## src/rtl/if_fetch_stage.sv

```systemverilog
// Instruction-fetch stage with IF/ID pipeline register.
// Owns the PC and keeps one request outstanding to instruction memory.
module if_fetch_stage #(
  parameter int ADDR_W  = 32,
  parameter int INSTR_W = 32,
  parameter int PC_STEP = 4
) (
  input  logic               clk,
  input  logic               rst,
  input  logic               Freeze,
  input  logic               Branch_Taken,
  input  logic [ADDR_W-1:0]  Branch_Addr,
  output logic               imem_req,
  output logic [ADDR_W-1:0]  imem_addr,
  input  logic               imem_ack,
  input  logic [INSTR_W-1:0] imem_rdata,
  output logic [ADDR_W-1:0]  PC_out,
  output logic [INSTR_W-1:0] Instruction,
  output logic               IF_Valid
);

  typedef enum logic [1:0] {IDLE, FETCH, HOLD, DRAIN} state_t;

  state_t              state_q, state_d;
  logic [ADDR_W-1:0]   pc_q, pc_d;
  logic [ADDR_W-1:0]   addr_q, addr_d;
  logic                req_q, req_d;
  logic [ADDR_W-1:0]   pc_out_q, pc_out_d;
  logic [INSTR_W-1:0]  instr_q, instr_d;
  logic                valid_q, valid_d;
  logic [ADDR_W-1:0]   buf_pc_q, buf_pc_d;
  logic [INSTR_W-1:0]  buf_instr_q, buf_instr_d;
  logic                buf_valid_q, buf_valid_d;
  logic [ADDR_W-1:0]   pc_inc;

  assign pc_inc = pc_q + ADDR_W'(PC_STEP);

  always_comb begin
    state_d     = state_q;
    pc_d        = pc_q;
    pc_out_d    = pc_out_q;
    instr_d     = instr_q;
    valid_d     = valid_q;
    buf_pc_d    = buf_pc_q;
    buf_instr_d = buf_instr_q;
    buf_valid_d = buf_valid_q;

    if (Branch_Taken) begin
      pc_d        = Branch_Addr;
      pc_out_d    = '0;
      instr_d     = '0;
      valid_d     = 1'b0;
      buf_valid_d = 1'b0;
      case (state_q)
        FETCH:   state_d = imem_ack ? FETCH : DRAIN;
        DRAIN:   state_d = DRAIN;
        default: state_d = FETCH;
      endcase
    end else begin
      case (state_q)
        IDLE: state_d = FETCH;
        FETCH: begin
          if (imem_ack) begin
            pc_d = pc_inc;
            if (!Freeze) begin
              pc_out_d = pc_inc;
              instr_d  = imem_rdata;
              valid_d  = 1'b1;
            end else begin
              buf_pc_d    = pc_inc;
              buf_instr_d = imem_rdata;
              buf_valid_d = 1'b1;
              state_d     = HOLD;
            end
          end else if (!Freeze) begin
            pc_out_d = '0;
            instr_d  = '0;
            valid_d  = 1'b0;
          end
        end
        HOLD: begin
          if (!Freeze) begin
            pc_out_d    = buf_pc_q;
            instr_d     = buf_instr_q;
            valid_d     = buf_valid_q;
            buf_valid_d = 1'b0;
            state_d     = FETCH;
          end
        end
        DRAIN: begin
          // The response to the abandoned address is thrown away.
          pc_out_d = '0;
          instr_d  = '0;
          valid_d  = 1'b0;
          if (imem_ack) state_d = FETCH;
        end
        default: state_d = IDLE;
      endcase
    end

    // A fresh address is only presented when entering/staying in FETCH;
    // DRAIN keeps the old address stable until its ack.
    addr_d = (state_d == FETCH) ? pc_d : addr_q;
    req_d  = (state_d == FETCH) || (state_d == DRAIN);
  end

  always_ff @(posedge clk) begin
    if (!rst) begin
      state_q     <= IDLE;
      pc_q        <= '0;
      addr_q      <= '0;
      req_q       <= 1'b0;
      pc_out_q    <= '0;
      instr_q     <= '0;
      valid_q     <= 1'b0;
      buf_pc_q    <= '0;
      buf_instr_q <= '0;
      buf_valid_q <= 1'b0;
    end else begin
      state_q     <= state_d;
      pc_q        <= pc_d;
      addr_q      <= addr_d;
      req_q       <= req_d;
      pc_out_q    <= pc_out_d;
      instr_q     <= instr_d;
      valid_q     <= valid_d;
      buf_pc_q    <= buf_pc_d;
      buf_instr_q <= buf_instr_d;
      buf_valid_q <= buf_valid_d;
    end
  end

  assign imem_req    = req_q;
  assign imem_addr   = addr_q;
  assign PC_out      = pc_out_q;
  assign Instruction = instr_q;
  assign IF_Valid    = valid_q;

endmodule

```

## config.mk

```make
export PLATFORM = sky130hd
export DESIGN_NAME = if_fetch_stage
export DESIGN_NICKNAME = d
export VERILOG_FILES = /design/src/rtl/if_fetch_stage.sv
export SDC_FILE = /design/constraint.sdc
export NUM_CORES = 1
export LEC_CHECK = 0
export ABC_AREA = 0
export CAP_MARGIN = 0
export CELL_PAD_IN_SITES_DETAIL_PLACEMENT = 0
export CELL_PAD_IN_SITES_GLOBAL_PLACEMENT = 2
export CORE_UTILIZATION = 30
export DETAILED_ROUTE_END_ITERATION = 8
export GPL_TIMING_DRIVEN = 0
export PLACE_DENSITY = 0.85
export SYNTH_ARGS = -nofsm -noshare
export SYNTH_HDL_FRONTEND = slang
export SYNTH_SLANG_ARGS = --single-unit
```

## constraint.sdc

```tcl
create_clock -name clk -period 2.56 [get_ports clk]
set_input_delay 0.512 -clock clk [delete_from_list [all_inputs] [get_ports clk]]
set_output_delay 0.512 -clock clk [all_outputs]
set_load 0.1 [all_outputs]
```

; ---- Word level (Yosys, flattened, before mapping)
; Cells that the tools add are included.
; Widths: inputs -> output; s select.
[totals]
out_inout_bits = 98
wordCells = 58
input_bits = 69
regBits = 197
[op_classes]
eq_ne = 9
reduce_logical = 8
n_mux = 28
add_sub_neg = 1
n_bitwise = 2
[ops]
columns = operator, count
row1 = $mux 32, 10
row2 = $pmux 32 s3, 2
row3 = $add 32x3->32 const B, 1
row4 = $mux 2, 6
row5 = $ne 2x2->1 const B, 4
row6 = $pmux 2 s4, 1
row7 = $reduce_and 4->1, 2
row8 = $eq 2x2->1 const B, 3
row9 = $mux 1, 6
row10 = $eq 2x1->1 const B, 2
row11 = $pmux 2 s2, 1
row12 = $pmux 1 s3, 1
row13 = $reduce_and 3->1, 1
row14 = $reduce_bool 3->1, 1
row15 = $logic_not 2->1, 1
row16 = $not 1->1, 2
row17 = $pmux 1 s2, 1
row18 = $reduce_bool 2->1, 1
row19 = $reduce_or 2->1, 1
row20 = $logic_or 1x1->1, 1

; ---- Depth between registers and ports, before layout
[logic_depth]
depth_word = 6
ltp_mapped = 9
mapped_depth_nobuf = 6

; ---- Worst setup path before layout
; No wires, ideal clock.
[synth_timing]
kind = reg-to-reg
start = register state_q[0]
end = register addr_q[29] (netlist: imem_addr[29])
required_ns = 2.503
setup_ns = 0.057
stages_incl_launch_ff = 7
period_less_slack_ns = 2.813
path_buffers = 1
arrival_time_ns = 2.756
slack_ns = -0.253
path_cell_list = dfxtp_1 -> nand3b_1 -> or4_1 -> buf_2 -> or4_4 -> a311oi_2 -> a21o_1
[synth_between]
elab_chain_cells = 5
elab_cells_between_ends = 14
classes_between = eq/ne (4) / mux (9) / reduce/logical (1)
[synth_rtl]
columns = item, line
row1 = start: declaration, 24  ; state_t state_q, state_d;
row2 = start signal: assignment, 120  ; state_q <= state_d;
row3 = $mux 2, 65  ; if (!Freeze) begin
row4 = $mux 2, 63  ; if (imem_ack) begin
row5 = $pmux 2 s4, 60  ; case (state_q)
row6 = $mux 2, 48  ; if (Branch_Taken) begin
row7 = $eq 2x1->1, 103  ; addr_d = (state_d == FETCH) ? pc_d : addr_q;
row8 = end signal: assignment, 122  ; addr_q <= addr_d;
row9 = end: declaration, 26  ; logic [ADDR_W-1:0] addr_q, addr_d;
; Parallel ways exist; a longest one is shown, timed or not.
; A chain may end at the register's enable or synchronous reset.

; ---- Worst setup path after layout
[layout_timing]
start = register pc_out_q[2] (netlist: PC_out[2])
end = output PC_out[2]
[layout_rtl]
columns = item, line
row1 = start: declaration, 28  ; logic [ADDR_W-1:0] pc_out_q, pc_out_d;
row2 = start signal: assignment, 124  ; pc_out_q <= pc_out_d;
row3 = end: declaration, 17  ; output logic [ADDR_W-1:0] PC_out,
; No word-level cell between the ends.

==> out/summary.txt <==
Maximum vdd ir drop: 391 uV
Placed Instance Area: 10700 sq um
Overall overflow remaining after global route: 0
Fraction of layout instances using a drive strength above 1: 6.50%
Largest net degree at the start of global routing: 19
Sequential area share after synthesis: 45.5%
Count of port buffers added during placement: 164
CP Class: reg -> out
Final non-filler cell total: 1640
CTS tree: yes
Transition at the pin with the smallest max-transition slack: 1.03 ns
Power per cell area: 671 nW/um^2
Final Net Count: 1320
Horizontal die dimension: 172 microns
Number of warnings reported in the yosys synthesis log: 0
Number of max-slew violations in the final report: 0
Post-route antenna net violation count: 0
Most used cells in the layout excluding fill and tap cells: dfxtp_1 (193), clkdlybuf4s50_1 (163), nor2_1 (126), nand2_1 (115), nor3_1 (90)
Arrival time reported for the critical path endpoint: 1.98 ns
Number of antenna violations at the first check in global routing: 0
Remaining DRCs: 0
Most common library cell in the layout ignoring fill and taps: dfxtp_1
Final critical path time including I/O delays and setup: 2.49 ns
Synthesis-to-finish area growth: 33.0%
Site Rows: 61
Number of buffers on the longest clock path: 2
Average detailed-routed wire length per instance: 18.3 microns
Detailed-routed wire length on met3: 1510 microns
Cell class contributing the biggest share of worst-path delay: buffers and inverters
Met2 WL: 13100 microns
Die height: 172 microns
Rel. slew slack: 31.4%
Clk sinks: 196
Post-Synthesis Cells: 1066
Final routed wirelength across all metal layers: 30000 microns
Post-route clock skew: 0.0116 ns
Number of synthesized register bits: 196
Clock Pin Slew Worst Setup and Hold Paths: 0.07 ns
Setup crit end kind: primary output
Endpoints failing setup: 0
Final instance area: 11500 sq um
Initial standard-cell utilization of the core: 30.8%
Netlist area before placement: 8630 sq um
Iteration-0 DRC Markers: 715
Total Power: 7.71 mW
Outcome: completed
Buffer and inverter count on the worst path: 1
Asr flop ratio synth: 0%
Longest individual stage delay on the worst path: 1.16 ns
Global-route wire length before repair: 45300 microns
First drt pass iteration count: 5
Overall via count from detail_route: 8404
Total placed cells including tap cells: 1608
Post-synth EDFFs: 0
Global router's overall resource usage: 20.2%
Cts bufs inserted: 17
Vias per Instance: 5.12
H-tree depth: 4
Distinct cell type count of the synthesized netlist: 56
Maximum fanout count along the critical path: 2
Leakage power of the design: 4.05 nW
IO Pins: 167
Highest Clock Rate: 401 MHz
Final core utilization: 41.0%
Count of inserted antenna diode cells: 0
Clk_lat worst skew: 0.44 ns
Highest-delay cell along the critical path: clkdlybuf4s50_1
Crit start category: flip-flop
Post-synthesis average cell area: 8.10 sq um
Syn nets: 1137
Via count of the first global-routing pass: 7819
CTS Hold Bufs: 0
CTS Root Buffer Type: clkbuf_16
Final worst path period share: 97.4%
RSZ-0062 raised after global routing: no
Worst hold margin: 0.456 ns
Hold Path Class: reg -> reg
Uppermost metal layer occupied by signal nets: met4
Hold Fails Final Rpt: 0
Req. time, crit path: 2.05 ns
Die Area: 29400 sq um
Critical path cell sequence: clkdlybuf4s50_1
Final HPWL DP: 22100 microns
Area of the placeable core: 28000 sq um
Maxcap violations: 0
WL met1: 15000 microns
Gp weighted congestion: 0.869
Ys flop type: dfxtp_1
## cell usage after synthesis (5+ instances only)
master / count / area (sq um)
a211oi_1: 5 / 37.5
a21oi_1: 74 / 370
a221oi_1: 51 / 447
and3_1: 15 / 93.8
buf_1: 13 / 48.8
buf_2: 6 / 30.0
clkbuf_1: 79 / 297
dfxtp_1: 196 / 3920
inv_1: 9 / 33.8
mux2i_1: 10 / 100
nand2_1: 115 / 432
nand2b_1: 16 / 100
nand3_1: 31 / 155
nand4_1: 12 / 75.1
nor2_1: 127 / 477
nor2b_1: 8 / 50.1
nor3_1: 92 / 460
nor4_1: 24 / 150
o21a_1: 5 / 37.5
o21ai_0: 58 / 290
o31a_1: 10 / 87.6
o31ai_1: 13 / 97.6
or3_1: 6 / 37.5
or4_1: 8 / 60.1
xnor2_1: 16 / 140
xor2_1: 11 / 96.3
## through the flow
| stage | setup WS, ns | setup TNS [ns] |
|---|---|---|
| final | 0.0657 | 0 |
| after global routing | 0.00659 | 0 |
| after CTS | 0.0140 | 0 |
| after detailed placement | -0.818 | -76.66 |
| after global placement | -0.830 | -76.63 |
| after floorplan | 0.112 | 0 |
## area by class of cell
cell class | instances | area, sq um
repair buffers | 166 | 1660
plain buffers | 97 | 395
clock buffers | 19 | 443
clock inverters | 13 | 143
flip-flops and latches | 196 | 3930
fillers | 2907 | 16500
inverters | 9 | 33.8
multi-input cells | 762 | 4410
well taps | 378 | 473
## metal layers
| layer | vias up | track usage [%] |
|---|---|---|
| li1 | 4194 | - |
| met1 | 3921 | 29.1 |
| met2 | 258 | 30.8 |
| met3 | 31 | 3.34 |
| met4 | 0 | 5.36 |
| met5 | - | 0 |
## timing repair
action                                  CTS  global route
pin swaps                                 1             0
endpoints found under the setup margin  113            98
buffers inserted                          2             0
resized for setup                        21            26
## report_power, final
group	leakage (nW)	internal, mW	total, mW	switching [mW]
Sequential	1.60	3.20	3.31	0.108
Combinational	2.16	0.469	1.66	1.19
Clock	0.284	1.41	2.74	1.33
## kinds of logic after synthesis
family / count (synthesis) / synth area share [%]
and+or+nand+nor: 471 / 26.0
AOI/OAI and AO/OA: 251 / 19.3
xor gates and xnor gates: 27 / 2.74
DFF: 196 / 45.5
muxes: 11 / 1.29
adders and majority gates: 2 / 0.290
buffers and inverters: 108 / 4.83
## registers in the layout (all words and copies together), names as in the netlist
| signal | flops |
|---|---|
| buf_pc_q | 32 |
| buf_valid_q | 1 |
| PC_out | 32 |
| buf_instr_q | 32 |
| imem_addr | 32 |
| IF_Valid | 1 |
| Instruction | 32 |
| pc_q | 32 |
| state_q | 2 |
## path summary, 6_finish.rpt
| check | startpoint | endpoint | slack [ns] | cells past startpoint |
|---|---|---|---|---|
| max | PC_out[2] | PC_out[2] | 0.07 | 1 |
| min | buf_instr_q[11] | buf_instr_q[11] | 0.46 | 2 |
| max reg2reg | pc_q[3] | imem_addr[14] | 0.07 | 8 |
| min reg2reg | buf_instr_q[11] | buf_instr_q[11] | 0.46 | 2 |
Note: power is estimated with default switching activity, not from simulation.
==> edit 1, RTL diff (config.mk and constraints unchanged) <==
`buf_instr_q` no longer has a reset.
--- a/src/rtl/if_fetch_stage.sv
+++ b/src/rtl/if_fetch_stage.sv
@@ -114,7 +114,6 @@
       instr_q     <= '0;
       valid_q     <= 1'b0;
       buf_pc_q    <= '0;
-      buf_instr_q <= '0;
       buf_valid_q <= 1'b0;
     end else begin
       state_q     <= state_d;
@@ -125,9 +124,12 @@
       instr_q     <= instr_d;
       valid_q     <= valid_d;
       buf_pc_q    <= buf_pc_d;
-      buf_instr_q <= buf_instr_d;
       buf_valid_q <= buf_valid_d;
     end
+  end
+
+  always_ff @(posedge clk) begin
+    buf_instr_q <= buf_instr_d;
   end
 
   assign imem_req    = req_q;
Behaviour: same outputs for any inputs over 4 cycles, from zero or initial values and one cycle with rst low; that may be too few to reach the edited logic, so the function may still have changed.
==> edit 1 against the original RTL <==
  * Register-to-register slack improved by 0.05 ns
  * Hold slack about the same
  * Non-clock buffer count decreased by 12
  * Sequential cell count unchanged
  * Setup slack improved by 0.0089 ns
  * Utilization decreased by 0.24 points
  * Final area decreased by 0.59%
  * Total power increased by 0.93%
  * Sequential share of layout area increased by 3.0 points
  * Global-route usage decreased by 0.92 points
  * Clock power increased by 2%
  * Area after synthesis decreased by 0.26%
  * Routed wire length decreased by 6.8%
  * Critical path type unchanged
  * Critical endpoint is now PC_out[9]
  * Largest cell class is now registers
  * Largest power group unchanged
==> edit 1: results (changes against the original RTL) <==
- The flow ran to the end, and the final reports show no timing, DRC or antenna violations.
- The first-pass GRT wire length is 43,000 um (-5.0%).
- The highest cell delay on the worst timing path is 1.19 ns (+0.03 ns).
- After synthesis, the cell types taking the most area are dfxtp_1 (38%), edfxtp_1 (11%), nor2_1 (5.2%).
- The switching power as a share of total power was 0.346 (+0.00499).
- The worst hold endpoint is buf_pc_q[1].
- The total routing usage reported by global routing was 0.193 (-0.00918).
- The number of buffers inserted to repair setup after CTS is 0 (-2).
- The worst hold path stage count is 2 (unchanged).
- The register-to-register setup slack came to 0.12 ns (+0.05 ns).
- The largest voltage drop on the vdd net is 0.356 mV (-9.0%).
- The leakage power summed over all cells is 4.02 nW (-0.83%).
- The worst hold path belongs to the class reg2reg.
- The internal cell power was 0.00509 W (+0.17%).
- Sorting the synthesized cells by how often they occur yields dfxtp_1 (164), nor2_1 (120), nor3_1 (78), o21ai_0 (59), clkbuf_1 (54).
- The number of DRC markers after the initial detailed-route iteration is 615 (-14%).
- The instance count after placement with tap cells included is 1,488 (-7.5%).
- The share of synthesized area occupied by flip-flops and latches came to 0.493 (+0.0384).
- The area taken by flip-flops and latches is 4250 sq um (+8.1%).
- The insertion delay of the later-clocked pin in the worst-skew pair came to 0.44 ns (about the same).
- The logic depth of the worst register-to-register path is 5 (-3).
- The smallest hold slack is 0.456 ns (-0.000128 ns).
- The number of library cell types mapped by synthesis is 67 (+20%).
- The net count after synthesis came to 1,016 (-11%).
- The startpoint of the worst-slack reg-to-reg timing path is pc_q[20].
- The per-cell routed wire length is 18.4 um (+0.60%).
- The worst min-delay path startpoint is buf_pc_q[1].
- The endpoint identified for the worst register-to-register timing path is imem_addr[28].
- The worst slack at placement was -0.663 ns (+0.155 ns).
- The number of input and output port buffers inserted is 165 (+0.61%).
- The number of global-route vias before repair is 7,396 (-5.4%).
- The number of vias in the routed layout is 7,781 (-7.4%).
- The fraction of power consumed by combinational cells was 0.207 (-0.009).
- The largest fanout on the critical path is 2 (unchanged).
- The worst clock skew is 0.0148 ns (+0.00316 ns).
- The pin count of the biggest net entering global routing came to 42 (+23).
- The filler cell count in the final layout is 2,838 (-2.4%).
- The post-place instance area was 10,700 sq um (about the same).
- The share of layout cells above drive strength 1 was 0.0754 (+0.0104).
- The part of the power in the clock network came to 0.359 (+0.004).
- The total number of nets in the final design was 1,199 (-9.2%).
- The slew at the pin closest to its max-slew limit was 1.05 ns (+0.0259 ns).
- The HPWL reported at the end of detailed placement is 20,400 um (-7.4%).
- The count of flip-flops with a built-in enable after synthesis is 32 (+32).
- The number of cells produced by synthesis came to 945 (-11%).
-- edit 1: cell count changes after synthesis, sizes merged, moves of 6 or more --
cell    unedited run  this run
nand2            115        49
dfxtp            196       164
edfxtp             0        32
a21oi             74        48
clkbuf            79        55
nor3              92        78
buf               20        32
and2               3        13
nor2             127       120
or4               10         4
-- edit 1: cell type report --
type | instances | share of cell area
sequential | 196 | 0.372
multi-input combinational | 656 | 0.351
timing repair buffer | 165 | 0.145
tap | 378 | 0.0414
clock buffer | 17 | 0.0373
buffer | 86 | 0.0346
clock inverter | 15 | 0.0167
inverter | 6 | 0.00197
-- edit 1: worst max-delay path by stage --
| stage | startpoint | endpoint | slack, ns | depth (start not counted) |
|---|---|---|---|---|
| after floorplan | state_q[0] | buf_instr_q[0] | 0.14 | 7 |
| after global placement | imem_ack | buf_instr_q[4] | -0.67 | 7 |
| after detailed placement | imem_ack | buf_instr_q[0] | -0.66 | 7 |
| after CTS | imem_ack | imem_addr[31] | 0.0004 | 8 |
| after global routing | Freeze | Instruction[0] | -0.10 | 8 |
| final | PC_out[9] | PC_out[9] | 0.07 | 1 |
-- edit 1: kinds of logic (layout without fill, tap and decap cells) --
family	Yosys count	count (layout)	synth area share
flip-flops	196	196	0.493
adder cells (fa/ha/maj)	2	2	0.00291
buffers and inverters	93	289	0.0458
multiplexers	13	13	0.0156
XOR/XNOR	28	28	0.0285
AND/OR/NAND/NOR	379	379	0.226
AO/OA/AOI/OAI	234	234	0.188
-- edit 1: metal layers --
metal	track usage	part of all wire	vias to the layer above
li1	-	-	3842
met1	0.276	0.49	3653
met2	0.296	0.44	258
met3	0.0308	0.051	28
met4	0.0559	0.014	0
met5	0	0	-
-- edit 1: timing repair --
action                                  in CTS  in global routing
endpoints found under the setup margin     101                118
hold buffers                                 0                  0
resized for setup                           10                 15
cloned                                       0                  0
==> edit 2, RTL diff (same flow settings) <==
Made on the original files. `INSTR_W`: 32 -> 48.
--- a/src/rtl/if_fetch_stage.sv
+++ b/src/rtl/if_fetch_stage.sv
@@ -2,7 +2,7 @@
 // Owns the PC and keeps one request outstanding to instruction memory.
 module if_fetch_stage #(
   parameter int ADDR_W  = 32,
-  parameter int INSTR_W = 32,
+  parameter int INSTR_W = 48,
   parameter int PC_STEP = 4
 ) (
   input  logic               clk,
Ports: changed (resized Instruction and imem_rdata); port bits go from 167 to 199. No check against the original RTL was run, so the function may have changed too.
==> edit 2 against the original RTL <==
  * Sequential cell count rose by 32
  * Routed wire length rose by 19%
  * Count of clock-buffer cells in the layout rose by 20
  * Hold slack got worse by 0.065 ns
  * Global-route usage rose by 0.48 points
  * Sequential power rose by 16%
  * Total power rose by 23%
  * Final area rose by 17%
  * First-iteration DRC count rose by 8.4%
  * Area after synthesis rose by 15%
  * Fmax fell by 1.4%
  * Die area rose by 15%
  * Setup slack got worse by 0.035 ns
==> edit 2: results (changes against the original RTL) <==
- The final weighted congestion of routability-driven global placement is 0.866 (-0.37%).
- The number of DRC markers after the initial detailed-route iteration is 775 (+8.4%).
- The number of antenna violations at the first check in global routing is 1 (+1).
- The routed length on met3 is 1840 um (+22%).
- On the critical path the largest part of the delay comes from buffers and inverters.
- The number of buffers inserted to repair setup after CTS is 0 (-2).
- The routed via count divided by cell count came to 5.14 (+0.25%).
- The flow ran to the end, and the final reports show no timing, DRC or antenna violations.
- The worst hold path stage count was 3 (+1).
- The number of global-route vias before repair came to 9,140 (+17%).
- The wire length the detailed router placed on met1 was 17,500 um (+17%).
- After synthesis, the cell types taking the most area are dfxtp_1 (46%), a221oi_1 (5.7%), nor2_1 (5.5%).
- The number of H-tree levels is 1 (-3).
- The filler cell count in the final layout was 3,382 (+16%).
- The pin count of the biggest net entering global routing is 14 (-5).
- The insertion delay of the later-clocked pin in the worst-skew pair was 0.55 ns (+0.11 ns).
- The total number of nets in the final design is 1,520 (+15%).
- The share of layout cells above drive strength 1 came to 0.0709 (+0.00596).
- The number of library cell types mapped by synthesis came to 65 (+16%).
- The root buffer cell chosen for the clock tree is clkbuf_16.
- The length of routed met2 wiring is 15,900 um (+22%).
- The net count after synthesis was 1,297 (+14%).
- The largest voltage drop on the vdd net is 0.453 mV (+16%).
- The per-cell routed wire length is 18.9 um (+3.5%).
- The logic depth of the worst register-to-register path was 8 (unchanged).
- The total number of yosys warnings is 0 (unchanged).
- The worst clock skew is 0.0161 ns (+0.00448 ns).
- The tightest min-delay check is of the in2reg type.
- The endpoint arrival time on the critical path is 2.02 ns (+0.04 ns).
- The proportion of register bits with asynchronous set or reset after synthesis is 0 (unchanged).
- Clock-pin slew was measured on the worst setup and hold paths at 0.06 ns.
- The number of clock buffers inserted by TritonCTS is 27 (+10).
- The first-pass iteration count of the detailed router is 5 (unchanged).
- For this design, the slowest cell found on the critical path is clkdlybuf4s50_1.
- By count the netlist is led by dfxtp_1 (228), nor2_1 (145), nand2_1 (141), nor3_1 (102), a21oi_1 (95).
- The number of buffers between clock root and the deepest sink was 3 (+1).
- The HPWL reported at the end of detailed placement came to 25,700 um (+16%).
- The first-pass GRT wire length is 54,100 um (+19%).
- The slew at the pin closest to its max-slew limit is 1.06 ns (+0.0330 ns).
- The top routing layer in use is met4.
- The leakage power summed over all cells is 5.68 nW (+40%).
- The largest fanout on the critical path came to 2 (unchanged).
- The share of synthesized area occupied by flip-flops and latches is 0.460 (+0.00580).
- The number of input and output port buffers inserted is 196 (+20%).
- The highest cell delay on the worst timing path is 1.14 ns (-0.02 ns).
- For this run, the leading register cell type out of synthesis is dfxtp_1.
- The number of antenna repair diodes is 0 (unchanged).
- The total routing usage reported by global routing is 0.207 (+0.00480).
## edit 2: cell type report
cell class	instances	area, sq um	area share
Multi-Input combinational cell	860	4840	0.362
Inverter	7	26.3	0.00196
Timing Repair Buffer	196	2040	0.152
Clock buffer	39	781	0.0583
Clock inverter	9	80.1	0.00598
Sequential cell	228	4560	0.341
Tap cell	442	553	0.0413
Buffer	113	498	0.0372
## edit 2: metrics by stage
stage               setup slack [ns]  std cells  area (sq um)  total power, W
floorplan                      0.183       1210          9910         0.00516
global placement               -1.05       1848         12400         0.00578
detailed placement             -1.06       1848         12400         0.00577
CTS                          0.00139       1895         13200         0.00952
global route                 -0.0726       1894         13400         0.00984
finish                        0.0310       1894         13400         0.00945
## edit 2: where the power goes
part	leakage (nW)	switching (W)	internal (W)	total [W]
sequential	1.86	0.000113	0.00372	0.00383
combinational	3.39	0.00135	0.000509	0.00185
clock	0.426	0.00156	0.00221	0.00377
## edit 2: final timing paths
check	slack [ns]	startpoint	end
setup / recovery	0.03	PC_out[29]	PC_out[29]
setup reg to reg	0.10	pc_q[2]	PC_out[30]
hold reg to reg	0.45	buf_instr_q[5]	buf_instr_q[5]
hold / removal	0.39	rst	imem_addr[16]
## edit 2: logic make-up (layout without fill, tap and decap cells)
kind of cell               Yosys count  in the layout  share of synthesized area
xor gates and xnor gates            24             24                     0.0212
DFF                                228            228                      0.460
buffers and inverters              122            364                     0.0530
adders and majority gates            2              2                    0.00252
AOI/OAI and AO/OA                  299            299                      0.199
muxes                               12             12                     0.0126
and+or+nand+nor                    523            523                      0.252
## edit 2: metal layers
metal	vias up	track usage
met5	-	0
met4	0	0.0510
met3	39	0.0261
met2	275	0.319
met1	4621	0.303
li1	4795	-
## edit 2: timing repair
action / in CTS / in global routing
hold buffers: 0 / 0
gates resized for setup: 41 / 58
setup endpoints to repair: 98 / 107
